==> src/rtl/bless_port_alloc_pkg.sv <==
// -----------------------------------------------------------------------------
// bless_port_alloc_pkg
// Shared constants and types for the BLESS router port-allocation stage.
//   - Port count and index constants (N, E, S, W, local).
//   - Flit field positions: valid | age | dst_x | dst_y | src_id | payload.
//   - Flit and port-preference-vector types.
//   - lowest_free_net(): one-hot of the lowest free network port (0..3).
// -----------------------------------------------------------------------------
package bless_port_alloc_pkg;

    localparam int NUM_PORT     = 5;
    localparam int LOG_NUM_PORT = 3;
    localparam int DATA_WIDTH   = 64;
    localparam int AGE_W        = 8;
    localparam int COORD_W      = 3;
    localparam int SRC_ID_W     = 5;

    // Field positions, packed downward from the MSB.
    localparam int VALID_BIT  = DATA_WIDTH - 1;
    localparam int AGE_MSB    = VALID_BIT - 1;
    localparam int AGE_LSB    = VALID_BIT - AGE_W;
    localparam int DST_X_MSB  = AGE_LSB - 1;
    localparam int DST_X_LSB  = AGE_LSB - COORD_W;
    localparam int DST_Y_MSB  = DST_X_LSB - 1;
    localparam int DST_Y_LSB  = DST_X_LSB - COORD_W;
    localparam int SRC_ID_MSB = DST_Y_LSB - 1;
    localparam int SRC_ID_LSB = DST_Y_LSB - SRC_ID_W;

    // Port indices; PORT_L is injection on input, ejection on output.
    localparam int PORT_N = 0;
    localparam int PORT_E = 1;
    localparam int PORT_S = 2;
    localparam int PORT_W = 3;
    localparam int PORT_L = 4;

    typedef logic [DATA_WIDTH-1:0] flit_t;
    typedef logic [NUM_PORT-1:0]   ppv_t;

    // Deflection target: lowest-index free network port. Local is never
    // offered because a deflected flit must stay in the network.
    function automatic ppv_t lowest_free_net(input logic [3:0] free);
        ppv_t grant;
        grant = '0;
        for (int p = 3; p >= 0; p--) begin
            if (free[p]) begin
                grant    = '0;
                grant[p] = 1'b1;
            end
        end
        return grant;
    endfunction

endpackage

==> src/rtl/bless_port_alloc_if.sv <==
// -----------------------------------------------------------------------------
// bless_port_alloc_if
// Flit bus between the router input links, the allocation stage and the
// crossbar.
//   in_0..in_4      : incoming flits (N, E, S, W, local inject)
//   inject_ready    : local injection may present a flit this cycle
//   flit_0..flit_4  : registered flits towards the crossbar
//   ppv_0..ppv_4    : one-hot output-port grant aligned with each flit
// master modport = upstream/crossbar side, slave modport = allocation stage.
// -----------------------------------------------------------------------------
interface bless_port_alloc_if;
    import bless_port_alloc_pkg::*;

    flit_t in_0;
    flit_t in_1;
    flit_t in_2;
    flit_t in_3;
    flit_t in_4;
    logic  inject_ready;
    flit_t flit_0;
    flit_t flit_1;
    flit_t flit_2;
    flit_t flit_3;
    flit_t flit_4;
    ppv_t  ppv_0;
    ppv_t  ppv_1;
    ppv_t  ppv_2;
    ppv_t  ppv_3;
    ppv_t  ppv_4;

    modport master (
        output in_0, in_1, in_2, in_3, in_4,
        input  inject_ready,
        input  flit_0, flit_1, flit_2, flit_3, flit_4,
        input  ppv_0, ppv_1, ppv_2, ppv_3, ppv_4
    );

    modport slave (
        input  in_0, in_1, in_2, in_3, in_4,
        output inject_ready,
        output flit_0, flit_1, flit_2, flit_3, flit_4,
        output ppv_0, ppv_1, ppv_2, ppv_3, ppv_4
    );

endinterface

==> src/rtl/bless_port_alloc_xy_route.sv <==
// -----------------------------------------------------------------------------
// bless_port_alloc_xy_route
// Combinational XY (dimension-ordered) routing: X is resolved first, then Y,
// and a flit already at this router goes to the local port.
//   i_dst_x, i_dst_y : destination coordinates of the flit
//   o_ppv            : one-hot productive output port
// -----------------------------------------------------------------------------
module bless_port_alloc_xy_route
    import bless_port_alloc_pkg::*;
#(
    parameter int LOC_X = 0,
    parameter int LOC_Y = 0
)(
    input  logic [COORD_W-1:0] i_dst_x,
    input  logic [COORD_W-1:0] i_dst_y,
    output ppv_t               o_ppv
);

    localparam logic [COORD_W-1:0] LX = COORD_W'(LOC_X);
    localparam logic [COORD_W-1:0] LY = COORD_W'(LOC_Y);

    // Differences with one guard bit: the guard bit set means dst < loc.
    // This keeps the comparison well-formed even when LOC is zero.
    logic [COORD_W:0] w_dx;
    logic [COORD_W:0] w_dy;

    assign w_dx = {1'b0, i_dst_x} - {1'b0, LX};
    assign w_dy = {1'b0, i_dst_y} - {1'b0, LY};

    always_comb begin
        o_ppv = '0;
        if (w_dx != '0) begin
            if (w_dx[COORD_W]) o_ppv[PORT_W] = 1'b1;
            else               o_ppv[PORT_E] = 1'b1;
        end else if (w_dy != '0) begin
            if (w_dy[COORD_W]) o_ppv[PORT_N] = 1'b1;
            else               o_ppv[PORT_S] = 1'b1;
        end else begin
            o_ppv[PORT_L] = 1'b1;
        end
    end

endmodule

==> src/rtl/bless_port_alloc.sv <==
// -----------------------------------------------------------------------------
// bless_port_alloc
// Allocation stage in front of the 5-port crossbar of a bufferless deflection
// router. Incoming flits are registered with age+1 (saturating); from that
// register the stage computes XY productive ports, ranks flits oldest-first
// (ties to lower input index) and grants output ports greedily. Losers are
// deflected to the lowest free network port; only one flit may eject.
//   clk, reset : clock, synchronous active-high reset
//   port       : bless_port_alloc_if.slave (in_*, inject_ready, flit_*, ppv_*)
// Optional build macro GOLDEN_FLIT_EN: a rotating golden source ID whose flits
// outrank every other flit, advancing once every EPOCH_LEN cycles.
// -----------------------------------------------------------------------------
module bless_port_alloc
    import bless_port_alloc_pkg::*;
#(
    parameter int LOC_X     = 0,
    parameter int LOC_Y     = 0,
    parameter int EPOCH_LEN = 64
)(
    input  logic               clk,
    input  logic               reset,
    bless_port_alloc_if.slave  port
);

    flit_t               w_in    [NUM_PORT];
    flit_t               w_cap   [NUM_PORT];
    flit_t               r_flit  [NUM_PORT];
    logic [NUM_PORT-1:0] w_valid;
    logic [NUM_PORT-1:0] w_golden;
    logic [AGE_W:0]      w_key   [NUM_PORT];
    logic [LOG_NUM_PORT-1:0] w_rank [NUM_PORT];
    ppv_t                w_prod  [NUM_PORT];
    ppv_t                w_ppv   [NUM_PORT];
    logic                w_inject_ready;

    assign w_in[0] = port.in_0;
    assign w_in[1] = port.in_1;
    assign w_in[2] = port.in_2;
    assign w_in[3] = port.in_3;
    assign w_in[4] = port.in_4;

    // Four network outputs exist for non-ejecting flits, so injection is only
    // allowed when at least one network input is idle this cycle.
    assign w_inject_ready = ~&{w_in[PORT_N][VALID_BIT], w_in[PORT_E][VALID_BIT],
                               w_in[PORT_S][VALID_BIT], w_in[PORT_W][VALID_BIT]};
    assign port.inject_ready = w_inject_ready;

    genvar gi;
    generate
        for (gi = 0; gi < NUM_PORT; gi++) begin : g_port
            logic             w_accept;
            logic [AGE_W-1:0] w_age;
            logic [AGE_W-1:0] w_age_inc;

            if (gi == PORT_L) begin : g_inject
                // An injection offered without inject_ready is dropped.
                assign w_accept = w_in[gi][VALID_BIT] & w_inject_ready;
            end else begin : g_network
                assign w_accept = w_in[gi][VALID_BIT];
            end

            assign w_age     = w_in[gi][AGE_MSB:AGE_LSB];
            assign w_age_inc = (&w_age) ? w_age : w_age + 1'b1;
            // Invalid flits are stored as all zeros so stale fields never
            // reach the crossbar.
            assign w_cap[gi] = w_accept ? {1'b1, w_age_inc, w_in[gi][AGE_LSB-1:0]} : '0;

            assign w_valid[gi] = r_flit[gi][VALID_BIT];
            // Golden status sits above the age so it dominates the comparison.
            assign w_key[gi]   = {w_golden[gi], r_flit[gi][AGE_MSB:AGE_LSB]};

            bless_port_alloc_xy_route #(
                .LOC_X (LOC_X),
                .LOC_Y (LOC_Y)
            ) u_xy_route (
                .i_dst_x (r_flit[gi][DST_X_MSB:DST_X_LSB]),
                .i_dst_y (r_flit[gi][DST_Y_MSB:DST_Y_LSB]),
                .o_ppv   (w_prod[gi])
            );
        end
    endgenerate

    // Stage register.
    always_ff @(posedge clk) begin
        if (reset) begin
            for (int k = 0; k < NUM_PORT; k++) r_flit[k] <= '0;
        end else begin
            for (int k = 0; k < NUM_PORT; k++) r_flit[k] <= w_cap[k];
        end
    end

`ifdef GOLDEN_FLIT_EN
    localparam int EPOCH_W = (EPOCH_LEN > 1) ? $clog2(EPOCH_LEN) : 1;

    logic [EPOCH_W-1:0]  r_epoch_cnt;
    logic [SRC_ID_W-1:0] r_golden_id;

    always_ff @(posedge clk) begin
        if (reset) begin
            r_epoch_cnt <= '0;
            r_golden_id <= '0;
        end else if (r_epoch_cnt == EPOCH_W'(EPOCH_LEN - 1)) begin
            r_epoch_cnt <= '0;
            r_golden_id <= r_golden_id + 1'b1;   // wraps 31 -> 0 naturally
        end else begin
            r_epoch_cnt <= r_epoch_cnt + 1'b1;
        end
    end

    generate
        for (gi = 0; gi < NUM_PORT; gi++) begin : g_golden
            assign w_golden[gi] = w_valid[gi] &&
                                  (r_flit[gi][SRC_ID_MSB:SRC_ID_LSB] == r_golden_id);
        end
    endgenerate
`else
    assign w_golden = '0;
`endif

    // Rank = number of valid flits that beat this one. Valid flits therefore
    // hold distinct ranks 0..n-1; ranks of invalid flits are never used.
    always_comb begin
        for (int i = 0; i < NUM_PORT; i++) begin
            w_rank[i] = '0;
            for (int j = 0; j < NUM_PORT; j++) begin
                if ((j != i) && w_valid[j] &&
                    ((w_key[j] > w_key[i]) || ((w_key[j] == w_key[i]) && (j < i)))) begin
                    w_rank[i] = w_rank[i] + 1'b1;
                end
            end
        end
    end

    // Greedy grant in rank order. With injection gated there are at most four
    // valid flits, so a free network port always exists for a deflection.
    always_comb begin
        ppv_t v_free;
        ppv_t v_grant;
        v_free  = '1;
        v_grant = '0;
        for (int k = 0; k < NUM_PORT; k++) w_ppv[k] = '0;
        for (int r = 0; r < NUM_PORT; r++) begin
            for (int i = 0; i < NUM_PORT; i++) begin
                if (w_valid[i] && (w_rank[i] == LOG_NUM_PORT'(r))) begin
                    if ((w_prod[i] & v_free) != '0) v_grant = w_prod[i];
                    else                            v_grant = lowest_free_net(v_free[PORT_W:PORT_N]);
                    w_ppv[i] = v_grant;
                    v_free   = v_free & ~v_grant;
                end
            end
        end
    end

    // Injection without inject_ready is a protocol violation by the source.
    always_ff @(posedge clk) begin
        if (!reset) begin
            assert (!(w_in[PORT_L][VALID_BIT] && !w_inject_ready));
        end
    end

    assign port.flit_0 = r_flit[0];
    assign port.flit_1 = r_flit[1];
    assign port.flit_2 = r_flit[2];
    assign port.flit_3 = r_flit[3];
    assign port.flit_4 = r_flit[4];
    assign port.ppv_0  = w_ppv[0];
    assign port.ppv_1  = w_ppv[1];
    assign port.ppv_2  = w_ppv[2];
    assign port.ppv_3  = w_ppv[3];
    assign port.ppv_4  = w_ppv[4];

endmodule

==> src/flat_wrapper.sv <==
// flat-port wrapper written by rule: the top's interface ports become plain ports
module bless_port_alloc_flat import bless_port_alloc_pkg::*;
#(
    parameter int LOC_X     = 0,
    parameter int LOC_Y     = 0,
    parameter int EPOCH_LEN = 64
)
  (clk, reset, port_in_0, port_in_1, port_in_2, port_in_3, port_in_4, port_inject_ready, port_flit_0, port_flit_1, port_flit_2, port_flit_3, port_flit_4, port_ppv_0, port_ppv_1, port_ppv_2, port_ppv_3, port_ppv_4);
  bless_port_alloc_if port_i ();
  input  logic clk;
  input  logic reset;
  input wire logic [$bits(port_i.in_0)-1:0] port_in_0;
  input wire logic [$bits(port_i.in_1)-1:0] port_in_1;
  input wire logic [$bits(port_i.in_2)-1:0] port_in_2;
  input wire logic [$bits(port_i.in_3)-1:0] port_in_3;
  input wire logic [$bits(port_i.in_4)-1:0] port_in_4;
  output wire logic [$bits(port_i.inject_ready)-1:0] port_inject_ready;
  output wire logic [$bits(port_i.flit_0)-1:0] port_flit_0;
  output wire logic [$bits(port_i.flit_1)-1:0] port_flit_1;
  output wire logic [$bits(port_i.flit_2)-1:0] port_flit_2;
  output wire logic [$bits(port_i.flit_3)-1:0] port_flit_3;
  output wire logic [$bits(port_i.flit_4)-1:0] port_flit_4;
  output wire logic [$bits(port_i.ppv_0)-1:0] port_ppv_0;
  output wire logic [$bits(port_i.ppv_1)-1:0] port_ppv_1;
  output wire logic [$bits(port_i.ppv_2)-1:0] port_ppv_2;
  output wire logic [$bits(port_i.ppv_3)-1:0] port_ppv_3;
  output wire logic [$bits(port_i.ppv_4)-1:0] port_ppv_4;
  assign port_i.in_0 = port_in_0;
  assign port_i.in_1 = port_in_1;
  assign port_i.in_2 = port_in_2;
  assign port_i.in_3 = port_in_3;
  assign port_i.in_4 = port_in_4;
  assign port_inject_ready = port_i.inject_ready;
  assign port_flit_0 = port_i.flit_0;
  assign port_flit_1 = port_i.flit_1;
  assign port_flit_2 = port_i.flit_2;
  assign port_flit_3 = port_i.flit_3;
  assign port_flit_4 = port_i.flit_4;
  assign port_ppv_0 = port_i.ppv_0;
  assign port_ppv_1 = port_i.ppv_1;
  assign port_ppv_2 = port_i.ppv_2;
  assign port_ppv_3 = port_i.ppv_3;
  assign port_ppv_4 = port_i.ppv_4;
  bless_port_alloc #(.LOC_X(LOC_X), .LOC_Y(LOC_Y), .EPOCH_LEN(EPOCH_LEN)) u_core (.clk(clk), .reset(reset), .port(port_i));
endmodule
==> config.mk <==
export PLATFORM = sky130hd
export DESIGN_NAME = bless_port_alloc_flat
export DESIGN_NICKNAME = d
export VERILOG_FILES = /design/src/rtl/bless_port_alloc_pkg.sv /design/src/rtl/bless_port_alloc_if.sv /design/src/rtl/bless_port_alloc_xy_route.sv /design/src/rtl/bless_port_alloc.sv /design/src/flat_wrapper.sv
export SDC_FILE = /design/constraint.sdc
export NUM_CORES = 1
export LEC_CHECK = 0
export CORE_AREA = 3 3 262 264
export DETAILED_ROUTE_END_ITERATION = 8
export DIE_AREA = 0 0 265 267
export GPL_TIMING_DRIVEN = 0
export MAX_ROUTING_LAYER = met4
export PLACE_DENSITY_LB_ADDON = 0.3
export SLEW_MARGIN = 20
export SYNTH_ARGS = -nofsm -noshare
export SYNTH_HDL_FRONTEND = slang
export SYNTH_SLANG_ARGS = --single-unit
==> constraint.sdc <==
create_clock -name clk -period 30 [get_ports clk]
set_clock_uncertainty 0.15 [all_clocks]
set_input_delay 3 -clock clk [delete_from_list [all_inputs] [get_ports clk]]
set_output_delay 3 -clock clk [all_outputs]
set_load 0.01 [all_outputs]
* Word-level counts from Yosys, hierarchy flattened
Memory sizes are Yosys's and may differ from the RTL's. Cells that the tools add are included.
Word-level totals: bits in registers 0, bits in writable memories 320, logic and storage cells 507, memories 1
Operators by class: $add $sub $neg 20, magnitude comparators 20, equality and inequality tests 30, mux-type cells 257, bitwise operators 77, reduce and logical (&&, ||, !) cells 102
Memories:
- u_core.r_flit | words 5, width 64, read ports 5, clocked after Yosys merged registers in 0, write ports 5, RTL line bless_port_alloc.sv:27 | flit_t r_flit [NUM_PORT];
Operators with widths (count):
- $mux 64 | 10
- $mux 5 | 101
- $mux 4 | 93
- $and 5x5->5 | 47
- $gt 8x8->1 | 20
- $reduce_bool 5->1 | 25
- $not 5->5 | 24
- $eq 8x8->1 | 10
- $logic_and 1x1->1 | 45
- $mux 3 | 15
- $add 3x1->3 const B | 14
- $add 8x1->8 const B | 5
- $mux 8 | 5
- $reduce_and 8->1 | 5
- $reduce_bool 4->1 | 10
- $mux 1 | 33
- $eq 3x2->1 const B | 10
- $eq 3x1->1 const B | 5
- $eq 3x3->1 const B | 5
- $logic_not 3->1 | 5
- $logic_or 1x1->1 | 10
- $or 1x1->1 | 5
- $reduce_and 4->1 | 1
- $add 1x1->2 const B | 1
- 2 further kinds | 2

* Longest topological paths before layout
An unclocked memory read counts as a cell.
depth in word-level cells 228, gate-level depth with buffers 55

* By module
Synthesis repeated with hierarchy kept, for this count alone.
Second synthesis, totals: cells, all modules 2289, area, all modules 19552.5 um2
By module, submodules not included:
- bless_port_alloc | times used 1, cells an instance 2254, area each 19327.3 um2, sequential area each 6406.1 um2
- bless_port_alloc_xy_route | times used 5, cells an instance 7, area each 45.0 um2, sequential area each 0.0 um2

* Worst setup path before layout
No wires, ideal clock.
kind flip-flop to output port, start point mem u_core.r_flit[0][56] in the netlist's numbering, end point out port_ppv_4[3], arrival 11225 ps, required time 26850 ps, path slack 15625 ps, stages on the path, launching flop included 54, path buffers 3, cells stage by stage dfxtp_1 inv_1 ha_1 nor2b_1 o21a_1 o21ai_0 nand2b_1 a21oi_1 nor2_1 a211oi_1 a21oi_1 and2_1 ha_1 clkbuf_1 inv_1 and3_1 or2_2 ha_1 [18 not listed] o41ai_2 maj3_2 a311o_1 a221oi_1 nand2b_1 a21o_1 buf_4 a21oi_4 a211oi_4 nor2_2 a311oi_2 a211oi_2 a211o_1 o211a_2 a31oi_4 a21oi_2 maj3_2 o41ai_2
RTL lines:
- start: declaration | RTL line bless_port_alloc.sv:27
- end: declaration | RTL line flat_wrapper.sv:27 | output wire logic [$bits(port_i.ppv_4)-1:0] port_ppv_4;

==> reports/results.ini <==
[finish]
nNetsFinal = 3124
reg.largest.list = u_core.r_flit: 320 flops
fill_cells = 6720
finalInstanceArea_um2 = 26500
fin_cells = 3613
layout-drive-gt1-share = 0.0692
largest_reg_flops = 320
area_growth_pct = 53.5
regMostFlops = u_core.r_flit

[timing]
period_share = 0.636
setup_ws_ns = 10.93
max_freq_mhz = 52.4
rsz0062_at_grt = false
hold_ws_ns = 2.84
fin_setup_tns_ns = 0
report.final.slew_viol_count = 0
min_period_ns = 19.07
setup_viol_count_final = 0
slew_headroom = 0.228
report.final.hold_viol_count = 0
tightest_slew_ns = 1.13

[worst_setup_path]
crit_type = reg2out
crit_top_cell = a21oi_1
required_ns = 26.85
start_kind = register
crit_path_max_incr_delay_ns = 0.72
cp_top_family = compound AO/OA/AOI/OAI gates
arrival_ns = 15.92
slowest_stage = a31oi_1
cp_max_fo = 10
critPathBufInv = 4
setup.worst_path.end_class = primary output

[yosys]
synthesis.nets = 2415
syn_inst = 1991
synthXorXnorAreaFrac = 0.0161
synth_seq_cells = 320
synth-async-reset-ratio = 0
synth_ff_type = dfxtp_1
synthMuxAreaShare = 0.00661
synth_top_family_by_area = simple AND/OR/NAND/NOR gates
seq_area_frac_synth = 0.372
syn_avg_cell_area_um2 = 8.66
synthAdderAreaFrac = 0.0791
synth_compound_area_frac = 0.217
synth-simple-area-share = 0.280
synth_cell_types = 113
ys_warn_count = 0
synth_edf_count = 0
synth_area_um2 = 17200

[placement]
pre_cts_ws_ns = 11.95
placedInstanceArea_um2 = 25000
dp_hpwl_um = 87300
numPortBuffers = 667
placedCellCount = 3532
place_congestion = 1.10

[detailed_routing]
post_drt_wl_per_cell_um = 28.8
drtIter0Drc = 1630
totalWireLength_um = 104000
drc_errors = 0
ant_nets = 0
dr.pass1.iters = 5
via_per_inst = 5.25
num_vias = 18963

[global_route]
antenna_found_initial = 27
grt_max_degree = 14
grt-ovfl-total = 0
grt_usage = 0.293
grt_pass1_vias = 18839
grt_pass1_wl_um = 144000

[power_and_ir_drop]
p_leak_nw = 10.2
pwr_density_cell_nw_per_um2 = 53.0
peakVddDrop_mv = 0.0388

[floorplanning]
initial_core_util = 0.258
dieWidth_um = 265
num_rows = 95
die_h_um = 267
core_area_um2 = 66800
io_pins = 668
die_area_um2 = 70800

[clock_network]
clk_path_buf_depth = 3
cts_tree = yes
post_cts_buffers = 0
root_buffer = clkbuf_16
clk_pin_slew_worst_paths_ns = 0.06
cts.sinks = 320
cts_resized = 0
hold_buffers = 0
cts_max_level = 2
numCtsBuffers = 39

[job]
max_cap_viol_count = 0

[status]
outcome = finished clean

[min_path]
min_path_type = in2reg

[worst paths after layout]
path	startpoint	end	slack, ns	depth (start not counted)
worst max-delay path	u_core.r_flit[0][184]	port_ppv_4[1]	10.93	52
worst min-delay path	port_in_0[29]	u_core.r_flit[0][29]	2.84	2
[synth_stat cells (17+ instances only)]
| cell | number | area [um^2] |
|---|---|---|
| clkbuf_1 | 43 | 161 |
| dfxtp_1 | 320 | 6410 |
| a21oi_1 | 102 | 510 |
| nor2_1 | 143 | 537 |
| or3_1 | 17 | 106 |
| nor2b_1 | 19 | 119 |
| o211ai_1 | 25 | 188 |
| and3_1 | 22 | 138 |
| o21ai_1 | 18 | 90.1 |
| nor3_1 | 58 | 290 |
| inv_1 | 75 | 282 |
| ha_1 | 102 | 1280 |
| and2_1 | 300 | 1880 |
| nand4_1 | 29 | 181 |
| a211oi_1 | 18 | 135 |
| o21a_1 | 19 | 143 |
| o21ai_0 | 79 | 395 |
| a21o_1 | 21 | 158 |
| nand2b_1 | 29 | 181 |
| a31oi_1 | 29 | 181 |
| nand2_1 | 135 | 507 |
| nand3_1 | 73 | 365 |
[through the flow]
step	util	total power [mW]
2_1_floorplan	-	0.690
3_3_place_gp	0.374	0.883
3_5_place_dp	0.375	0.884
4_1_cts	0.396	1.41
5_1_grt	0.396	1.46
6_report	0.396	1.40
[final cells by class]
| class | instances | area [um^2] | area share |
|---|---|---|---|
| multi-input combinational | 1542 | 10300 | 0.391 |
| inverter | 76 | 285 | 0.0108 |
| buffer | 53 | 220 | 0.00833 |
| tap | 873 | 1090 | 0.0413 |
| timing repair buffer | 668 | 6680 | 0.253 |
| sequential | 320 | 6410 | 0.242 |
| antenna | 10 | 25.0 | 0.000946 |
| clock buffer | 52 | 1100 | 0.0414 |
| clock inverter | 19 | 303 | 0.0114 |
[report_power, final]
| group | internal [mW] | total (mW) | switching [mW] |
|---|---|---|---|
| Clock | 0.312 | 0.515 | 0.203 |
| Sequential | 0.443 | 0.455 | 0.0125 |
| Combinational | 0.167 | 0.431 | 0.264 |
[cells by family (layout without fill, tap and decap cells)]
| logic type | Yosys count | count (layout) |
|---|---|---|
| AND/OR/NAND/NOR | 891 | 891 |
| AO/OA/AOI/OAI | 501 | 501 |
| flip-flops | 320 | 320 |
| buffers and inverters | 129 | 868 |
| adder cells (fa/ha/maj) | 110 | 110 |
| XOR/XNOR | 30 | 30 |
| multiplexers | 10 | 10 |
| other | 0 | 10 |
[metal layers]
layer	track usage	wire length [um]	up-vias
met5	-	0	-
met4	0.0578	1760	0
met3	0.0806	8870	133
met2	0.476	49100	876
met1	0.367	44500	9358
li1	-	-	8596
[layout by cell type (no fill, tap or decap), drive strengths merged, types with 78 or more instances in the layout]
cell type,netlist,routed
and2,301,301
a21oi,111,111
clkbuf,43,95
o21ai,107,107
nor2,144,144
nand2,139,139
clkdlybuf4s50,0,667
ha,102,102
inv,76,78
dfxtp,320,320
Power figures use the tool's default switching activity.
